==> src/rtl/bcd_tick_counter_pkg.sv <==
`default_nettype none
// ============================================================================
//  Module      : bcd_tick_counter_pkg
//  Description : Shared BCD digit type, digit limits and the load clamp helper
//                used by bcd_tick_counter and bcd_digit.
//  Revision    : 1.0 - initial release
// ============================================================================
package bcd_tick_counter_pkg;

   typedef logic [3:0] bcd_t;

   localparam bcd_t BCD_MAX = 4'd9;
   localparam bcd_t BCD_MIN = 4'd0;

   // Any nibble above 9 is forced to 9 so a loaded digit is always legal BCD.
   function automatic bcd_t clamp_bcd(input logic [3:0] nib);
      return (nib > BCD_MAX) ? BCD_MAX : nib;
   endfunction

endpackage
`default_nettype wire

==> src/rtl/bcd_digit.sv <==
`default_nettype none
// ============================================================================
//  Module      : bcd_digit
//  Description : One BCD digit of the tick counter. Loads a clamped value or
//                steps up/down by one, wrapping 9->0 / 0->9, and flags a
//                carry/borrow into the next digit in the same cycle.
//  Revision    : 1.0 - initial release
// ============================================================================
module bcd_digit
   import bcd_tick_counter_pkg::*;
(
   input  logic clk,
   input  logic RESET,
   input  logic ld,
   input  bcd_t ld_val,
   input  logic step,
   input  logic up,
   output bcd_t q,
   output logic carry_out
);

   // Combinational so that a carry ripples through every digit in one cycle.
   assign carry_out = step & (up ? (q == BCD_MAX) : (q == BCD_MIN));

   // Digit register: reset, then load, then a single up/down step.
   always_ff @(posedge clk) begin
      if (RESET) begin
         q <= BCD_MIN;
      end else if (ld) begin
         q <= clamp_bcd(ld_val);
      end else if (step) begin
         if (up) begin
            q <= (q >= BCD_MAX) ? BCD_MIN : q + 4'd1;
         end else begin
            q <= (q == BCD_MIN) ? BCD_MAX : q - 4'd1;
         end
      end
   end

endmodule
`default_nettype wire

==> src/rtl/bcd_tick_counter.sv <==
`default_nettype none
// ============================================================================
//  Module      : bcd_tick_counter
//  Description : Multi-digit BCD up/down counter stepped once per rising edge
//                of the divided clock slow_in (sampled in the clk domain).
//                Provides a TICK pulse per detected edge and a registered
//                one-cycle terminal-count pulse TC on every boundary step.
//  Options     : BCD_SATURATE_EN - boundary steps hold Q instead of wrapping.
//  Revision    : 1.0 - initial release
// ============================================================================
module bcd_tick_counter
   import bcd_tick_counter_pkg::*;
#(
   parameter int DIGITS = 4
) (
   input  logic                  clk,
   input  logic                  RESET,
   input  logic                  slow_in,
   input  logic                  EN,
   input  logic                  LD,
   input  logic                  UP,
   input  logic [4*DIGITS-1:0]   D,
   output logic [4*DIGITS-1:0]   Q,
   output logic                  TICK,
   output logic                  TC
);

   logic              s1;
   logic              s2;
   logic              rise;
   logic              count_req;
   logic              boundary;
   logic [DIGITS:0]   carry;

   // Two-flop sampler of slow_in; reset to 0 so a high level at release is an edge.
   always_ff @(posedge clk) begin
      if (RESET) begin
         s1 <= 1'b0;
         s2 <= 1'b0;
      end else begin
         s1 <= slow_in;
         s2 <= s1;
      end
   end

   assign rise      = s1 & ~s2;
   assign TICK      = rise;
   // A load in the same cycle swallows the edge entirely.
   assign count_req = EN & rise & ~LD;

`ifdef BCD_SATURATE_EN
   localparam logic [4*DIGITS-1:0] ALL_NINES = {DIGITS{BCD_MAX}};

   // Boundary is detected up front so the step can be suppressed and Q held.
   assign boundary = count_req & (UP ? (Q == ALL_NINES) : (Q == '0));
   assign carry[0] = count_req & ~boundary;
`else
   // Wrapping: a carry out of the top digit is exactly the boundary step.
   assign carry[0] = count_req;
   assign boundary = carry[DIGITS];
`endif

   generate
      for (genvar i = 0; i < DIGITS; i++) begin : g_digit
         bcd_digit u_digit (
            .clk       (clk),
            .RESET     (RESET),
            .ld        (LD),
            .ld_val    (D[4*i +: 4]),
            .step      (carry[i]),
            .up        (UP),
            .q         (Q[4*i +: 4]),
            .carry_out (carry[i+1])
         );
      end
   endgenerate

   // Terminal-count pulse: one cycle after each boundary step, otherwise low.
   always_ff @(posedge clk) begin
      if (RESET) begin
         TC <= 1'b0;
      end else begin
         TC <= boundary;
      end
   end

endmodule
`default_nettype wire

==> config.mk <==
export PLATFORM = sky130hd
export DESIGN_NAME = bcd_tick_counter
export DESIGN_NICKNAME = d
export VERILOG_FILES = /design/src/rtl/bcd_tick_counter_pkg.sv /design/src/rtl/bcd_digit.sv /design/src/rtl/bcd_tick_counter.sv
export SDC_FILE = /design/constraint.sdc
export NUM_CORES = 1
export LEC_CHECK = 0
export CAP_MARGIN = 20
export CELL_PAD_IN_SITES_DETAIL_PLACEMENT = 1
export CELL_PAD_IN_SITES_GLOBAL_PLACEMENT = 2
export CORE_AREA = 4 4 83 85
export CTS_CLUSTER_SIZE = 16
export DETAILED_ROUTE_END_ITERATION = 8
export DIE_AREA = 0 0 87 89
export HOLD_SLACK_MARGIN = 0.1
export PLACE_DENSITY_LB_ADDON = 0.3
export SYNTH_ARGS = -nofsm -noshare
export SYNTH_HDL_FRONTEND = slang
export SYNTH_SLANG_ARGS = --single-unit
==> constraint.sdc <==
create_clock -name clk -period 3.6 [get_ports clk]
set_input_delay 0.36 -clock clk [delete_from_list [all_inputs] [get_ports clk]]
set_output_delay 0.36 -clock clk [all_outputs]
set_load 0.02 [all_outputs]
==> metrics.txt <==
# TYPE chip_impl_metric gauge
chip_impl_metric{name="io-pin-count",unit=""} 40
chip_impl_metric{name="fp.coreArea",unit="µm²"} 6200
chip_impl_metric{name="syn_area",unit="µm²"} 1840
chip_impl_metric{name="fp.dieW",unit="µm"} 87
chip_impl_metric{name="critical-path-max-stage-delay",unit="ns"} 0.64
chip_impl_metric{name="critPathBufInv",unit=""} 2
chip_impl_metric{name="clockBufferDepth",unit=""} 2
chip_impl_metric{name="final-setup-viol-count",unit=""} 0
chip_impl_metric{name="report.final.hold_viol_count",unit=""} 0
chip_impl_metric{name="arrival",unit="ns"} 2.84
chip_impl_metric{name="cts_sinks",unit=""} 19
chip_impl_metric{name="min_tclk_post_route",unit="ns"} 2.63
chip_impl_metric{name="global_route.usage.met1",unit=""} 0.215
chip_impl_metric{name="power_per_cell_area",unit="nW/µm²"} 286
chip_impl_metric{name="fraction_of_the_cycle_the_final_worst_path_needs",unit=""} 0.731
chip_impl_metric{name="cells_on_worst_reg2reg_path",unit=""} 7
chip_impl_metric{name="cts-buffers-inserted",unit=""} 3
chip_impl_metric{name="fin_worst_skew",unit="ns"} 0.00117
chip_impl_metric{name="swShare",unit=""} 0.361
chip_impl_metric{name="path_clk_slew",unit="ns"} 0.08
chip_impl_metric{name="finalSetupTns",unit="ns"} 0
chip_impl_metric{name="drv_slew",unit=""} 0
chip_impl_metric{name="max_clock_freq",unit="MHz"} 380
chip_impl_info{name="timing.critical_path.slowest_stage_cell",value="sky130_fd_sc_hd__or4b_2"} 1
chip_impl_info{name="grt_busiest_layer",value="met2"} 1
chip_impl_info{name="synth.top_cells.by_area",value="sky130_fd_sc_hd__dfxtp_1, sky130_fd_sc_hd__ha_1, sky130_fd_sc_hd__a21oi_1"} 1
chip_impl_metric{name="netlist.area_leader.share",unit=""} 0.206
chip_impl_metric{name="synth_async_reset_ratio",unit=""} 0
chip_impl_metric{name="gr-usage-met2",unit=""} 0.226
chip_impl_metric{name="layout_nets",unit=""} 311
chip_impl_metric{name="timing.critical_path.required",unit="ns"} 3.81
chip_impl_metric{name="pwr-share-seq",unit=""} 0.390
chip_impl_metric{name="timing.slew.headroom",unit=""} 0.393
chip_impl_metric{name="rows",unit=""} 29
chip_impl_metric{name="number_of_input_and_output_port_buffers_inserted",unit=""} 39
chip_impl_metric{name="area_enclosed_by_the_die_boundary",unit="µm²"} 7740
chip_impl_metric{name="yosysSeqAreaShare",unit=""} 0.206
chip_impl_metric{name="final_design_area_no_fill",unit="µm²"} 2330
chip_impl_metric{name="placer_congestion_estimate",unit=""} 0.764
chip_impl_info{name="path_cells",value="clkdlybuf4s50_1, buf_4, or4b_2, o31ai_1, a31oi_4, a2111oi_2, a31o_1"} 1
chip_impl_info{name="rsz0062_at_grt",value="false"} 1
chip_impl_info{name="ys.flop_type",value="sky130_fd_sc_hd__dfxtp_1"} 1
chip_impl_info{name="synth_most_common_cell",value="sky130_fd_sc_hd__inv_1"} 1
chip_impl_info{name="crit_path_end_kind",value="flop"} 1
chip_impl_metric{name="diodes",unit=""} 0
chip_impl_metric{name="static-leakage-power",unit="nW"} 0.836
chip_impl_metric{name="post_dp_cell_area",unit="µm²"} 2280
chip_impl_metric{name="area_growth_syn_to_layout",unit="%"} 26.2
chip_impl_metric{name="detail_route.wl_per_cell",unit="µm"} 15.3
chip_impl_metric{name="post_synth.cell_area_avg",unit="µm²"} 7.62
chip_impl_metric{name="dr.pass1.iters",unit=""} 4
chip_impl_info{name="outcome",value="finished clean"} 1
chip_impl_metric{name="yosysWarnings",unit=""} 0
chip_impl_metric{name="dp_hpwl",unit="mm"} 4.04
chip_impl_metric{name="switch_pwr",unit="W"} 0.000240
chip_impl_info{name="worst_setup_path_startpoint",value="UP"} 1
chip_impl_metric{name="ctsHoldBuffers",unit=""} 0
chip_impl_metric{name="yosys_register_bits",unit=""} 19
chip_impl_metric{name="initial_utilization",unit=""} 0.297
chip_impl_metric{name="synthCells",unit=""} 242
chip_impl_info{name="path_delay_family",value="compound AO/OA/AOI/OAI gates"} 1
chip_impl_metric{name="filler_free_cell_count_of_the_finished_design",unit=""} 349
chip_impl_info{name="synth_top_area_cell",value="sky130_fd_sc_hd__dfxtp_1"} 1
chip_impl_info{name="r2r_start",value="g_digit[0].u_digit.q[0]$_SDFFE_PP0P_"} 1
chip_impl_metric{name="p_clk_frac",unit=""} 0.232
chip_impl_metric{name="detail_route.iter0.violations",unit=""} 56
chip_impl_metric{name="grt_first_pass_wirelength",unit="mm"} 9.15
chip_impl_metric{name="synth_edf_count",unit=""} 0
chip_impl_metric{name="ant_nets",unit=""} 0
chip_impl_metric{name="worstMarginPinSlew",unit="ns"} 0.907
chip_impl_metric{name="vias_per_cell",unit=""} 5.42
chip_impl_metric{name="routed_wl",unit="mm"} 5.35
chip_impl_metric{name="grt_overflow_total",unit=""} 0
chip_impl_metric{name="grt_use_total",unit=""} 0.146
chip_impl_metric{name="grt_start_max_net_pins",unit=""} 39
chip_impl_info{name="yosys-top-cells-count",value="sky130_fd_sc_hd__inv_1, sky130_fd_sc_hd__a21oi_1, sky130_fd_sc_hd__nor2_1, sky130_fd_sc_hd__dfxtp_1, sky130_fd_sc_hd__ha_1"} 1
chip_impl_metric{name="max_cap_violations",unit=""} 0
chip_impl_info{name="critPathLaunchType",value="input pin"} 1
chip_impl_metric{name="final_layout_size_suffix_gt1_frac",unit=""} 0.0625
chip_impl_metric{name="die_span_y",unit="µm"} 89
chip_impl_info{name="critical_path.reg2reg.endpoint",value="g_digit[3].u_digit.q[1]$_SDFFE_PP0P_"} 1
chip_impl_info{name="cts_tree",value="done"} 1
chip_impl_metric{name="routed-via-count",unit=""} 1892
chip_impl_metric{name="r2r_slack",unit="ns"} 0.98
chip_impl_metric{name="drcViolationCount",unit=""} 0
chip_impl_info{name="cts_root_buffer",value="sky130_fd_sc_hd__clkbuf_8"} 1
chip_impl_metric{name="synth_nets",unit=""} 280
chip_impl_metric{name="worst-path-max-fanout",unit=""} 19
chip_impl_metric{name="htreeDepth",unit=""} 1
chip_impl_metric{name="worst_skew_pair.late_latency",unit="ns"} 0.26
chip_impl_metric{name="synth.distinct_cells",unit=""} 52
chip_impl_metric{name="first_global_vias",unit=""} 1844
chip_impl_info{name="critPathKind",value="input pin to flop"} 1
chip_impl_metric{name="cts_setup_buffers",unit=""} 0
chip_impl_info{name="crit_path_end",value="g_digit[3].u_digit.q[1]$_SDFFE_PP0P_"} 1
chip_impl_metric{name="max-vdd-ir-drop",unit="mV"} 0.119
chip_impl_metric{name="initial_antenna_violation_count",unit=""} 0
chip_impl_metric{name="power.internal",unit="W"} 0.000425
chip_impl_metric{name="worstSetupPathDepth",unit=""} 7
chip_impl_metric{name="comb_power_share",unit=""} 0.378
chip_impl_info{name="timing.hold.worst.class",value="flop to flop"} 1
chip_impl_metric{name="post_cts_resized",unit=""} 0
chip_impl_metric{name="place.detailed.instances",unit=""} 345
chip_impl_metric{name="global_route.usage.met3",unit=""} 0.0230
-- metrics by stage --
stage	power [W]	hold WS [ns]	util	setup WS, ns
2_1_floorplan	0.000422	0.453	-	1.20
3_3_place_gp	0.000517	0.474	0.368	0.729
3_5_place_dp	0.000518	0.475	0.368	0.719
4_1_cts	0.000675	0.490	0.375	0.910
5_1_grt	0.000715	0.510	0.375	0.721
6_report	0.000665	0.483	0.375	0.969
-- final cells by class --
class	count	area, µm²
timing repair buffer	42	413
fill	760	3880
tap	77	96.3
multi-input combinational	182	1300
inverter	25	93.8
sequential	19	380
clock buffer	4	45.0
-- power by group through the flow --
stage                     Sequential (W)  Clock, W  Combinational, W
after floorplan                 0.000262         0          0.000161
after global placement          0.000265         0          0.000253
after detailed placement        0.000265         0          0.000254
after CTS                       0.000260  0.000160          0.000255
after global routing            0.000265  0.000168          0.000282
final                           0.000259  0.000154          0.000251
-- kinds of logic (layout without fill, tap and decap cells) --
kind of cell    after synthesis  after routing  synth area share
compound gates               82             82             0.325
simple gates                 78             78             0.227
buf+inv                      41             71            0.0895
flops                        19             19             0.206
fa+ha+maj                    16             16             0.109
xor+xnor                      3              3            0.0142
mux                           3              3            0.0298
-- per-layer routing --
| layer | wire length, µm | share of wire |
|---|---|---|
| met3 | 238 | 0.044 |
| met5 | 0 | 0 |
| met1 | 2730 | 0.51 |
| met4 | 14 | 0.0026 |
| met2 | 2370 | 0.44 |
-- registers in the layout, indices dropped and copies added, names as in the netlist --
| name | cells |
|---|---|
| TC | 1 |
| g_digit.u_digit.q | 16 |
| s1 | 1 |
| s2 | 1 |
-- worst min-delay path by stage --
stage                  start       endpoint  slack [ns]  cells after the start
2_1_floorplan  s1$_SDFF_PP0_  s2$_SDFF_PP0_        0.45                      1
4_1_cts        s1$_SDFF_PP0_  s2$_SDFF_PP0_        0.49                      1
5_1_grt        s1$_SDFF_PP0_  s2$_SDFF_PP0_        0.51                      1
6_report       s1$_SDFF_PP0_  s2$_SDFF_PP0_        0.48                      1
3_3_place_gp   s1$_SDFF_PP0_  s2$_SDFF_PP0_        0.47                      1
3_5_place_dp   s1$_SDFF_PP0_  s2$_SDFF_PP0_        0.47                      1
-- worst reg2reg max path, stage by stage (launching register included) --
cell	delay (ns)
sky130_fd_sc_hd__dfxtp_1	0.42
sky130_fd_sc_hd__inv_1	0.13
sky130_fd_sc_hd__ha_1	0.26
sky130_fd_sc_hd__or3b_4	0.42
sky130_fd_sc_hd__a2111oi_4	0.59
sky130_fd_sc_hd__a31oi_4	0.24
sky130_fd_sc_hd__a2111oi_2	0.38
sky130_fd_sc_hd__a31o_1	0.13
-- cell usage in the layout, fill, tap and decap left out, types with 7 or more instances in the layout --
cell type | Yosys | final
sky130_fd_sc_hd__inv_1 | 25 | 25
sky130_fd_sc_hd__a31oi_1 | 7 | 7
sky130_fd_sc_hd__clkdlybuf4s50_1 | 0 | 39
sky130_fd_sc_hd__a21oi_1 | 23 | 23
sky130_fd_sc_hd__nor2b_1 | 7 | 7
sky130_fd_sc_hd__nor2_1 | 22 | 22
sky130_fd_sc_hd__ha_1 | 16 | 16
sky130_fd_sc_hd__dfxtp_1 | 19 | 19
sky130_fd_sc_hd__a211oi_1 | 9 | 9
sky130_fd_sc_hd__o21ai_0 | 9 | 9
sky130_fd_sc_hd__nand2_1 | 11 | 11
Note: power is estimated with default switching activity, not from simulation.
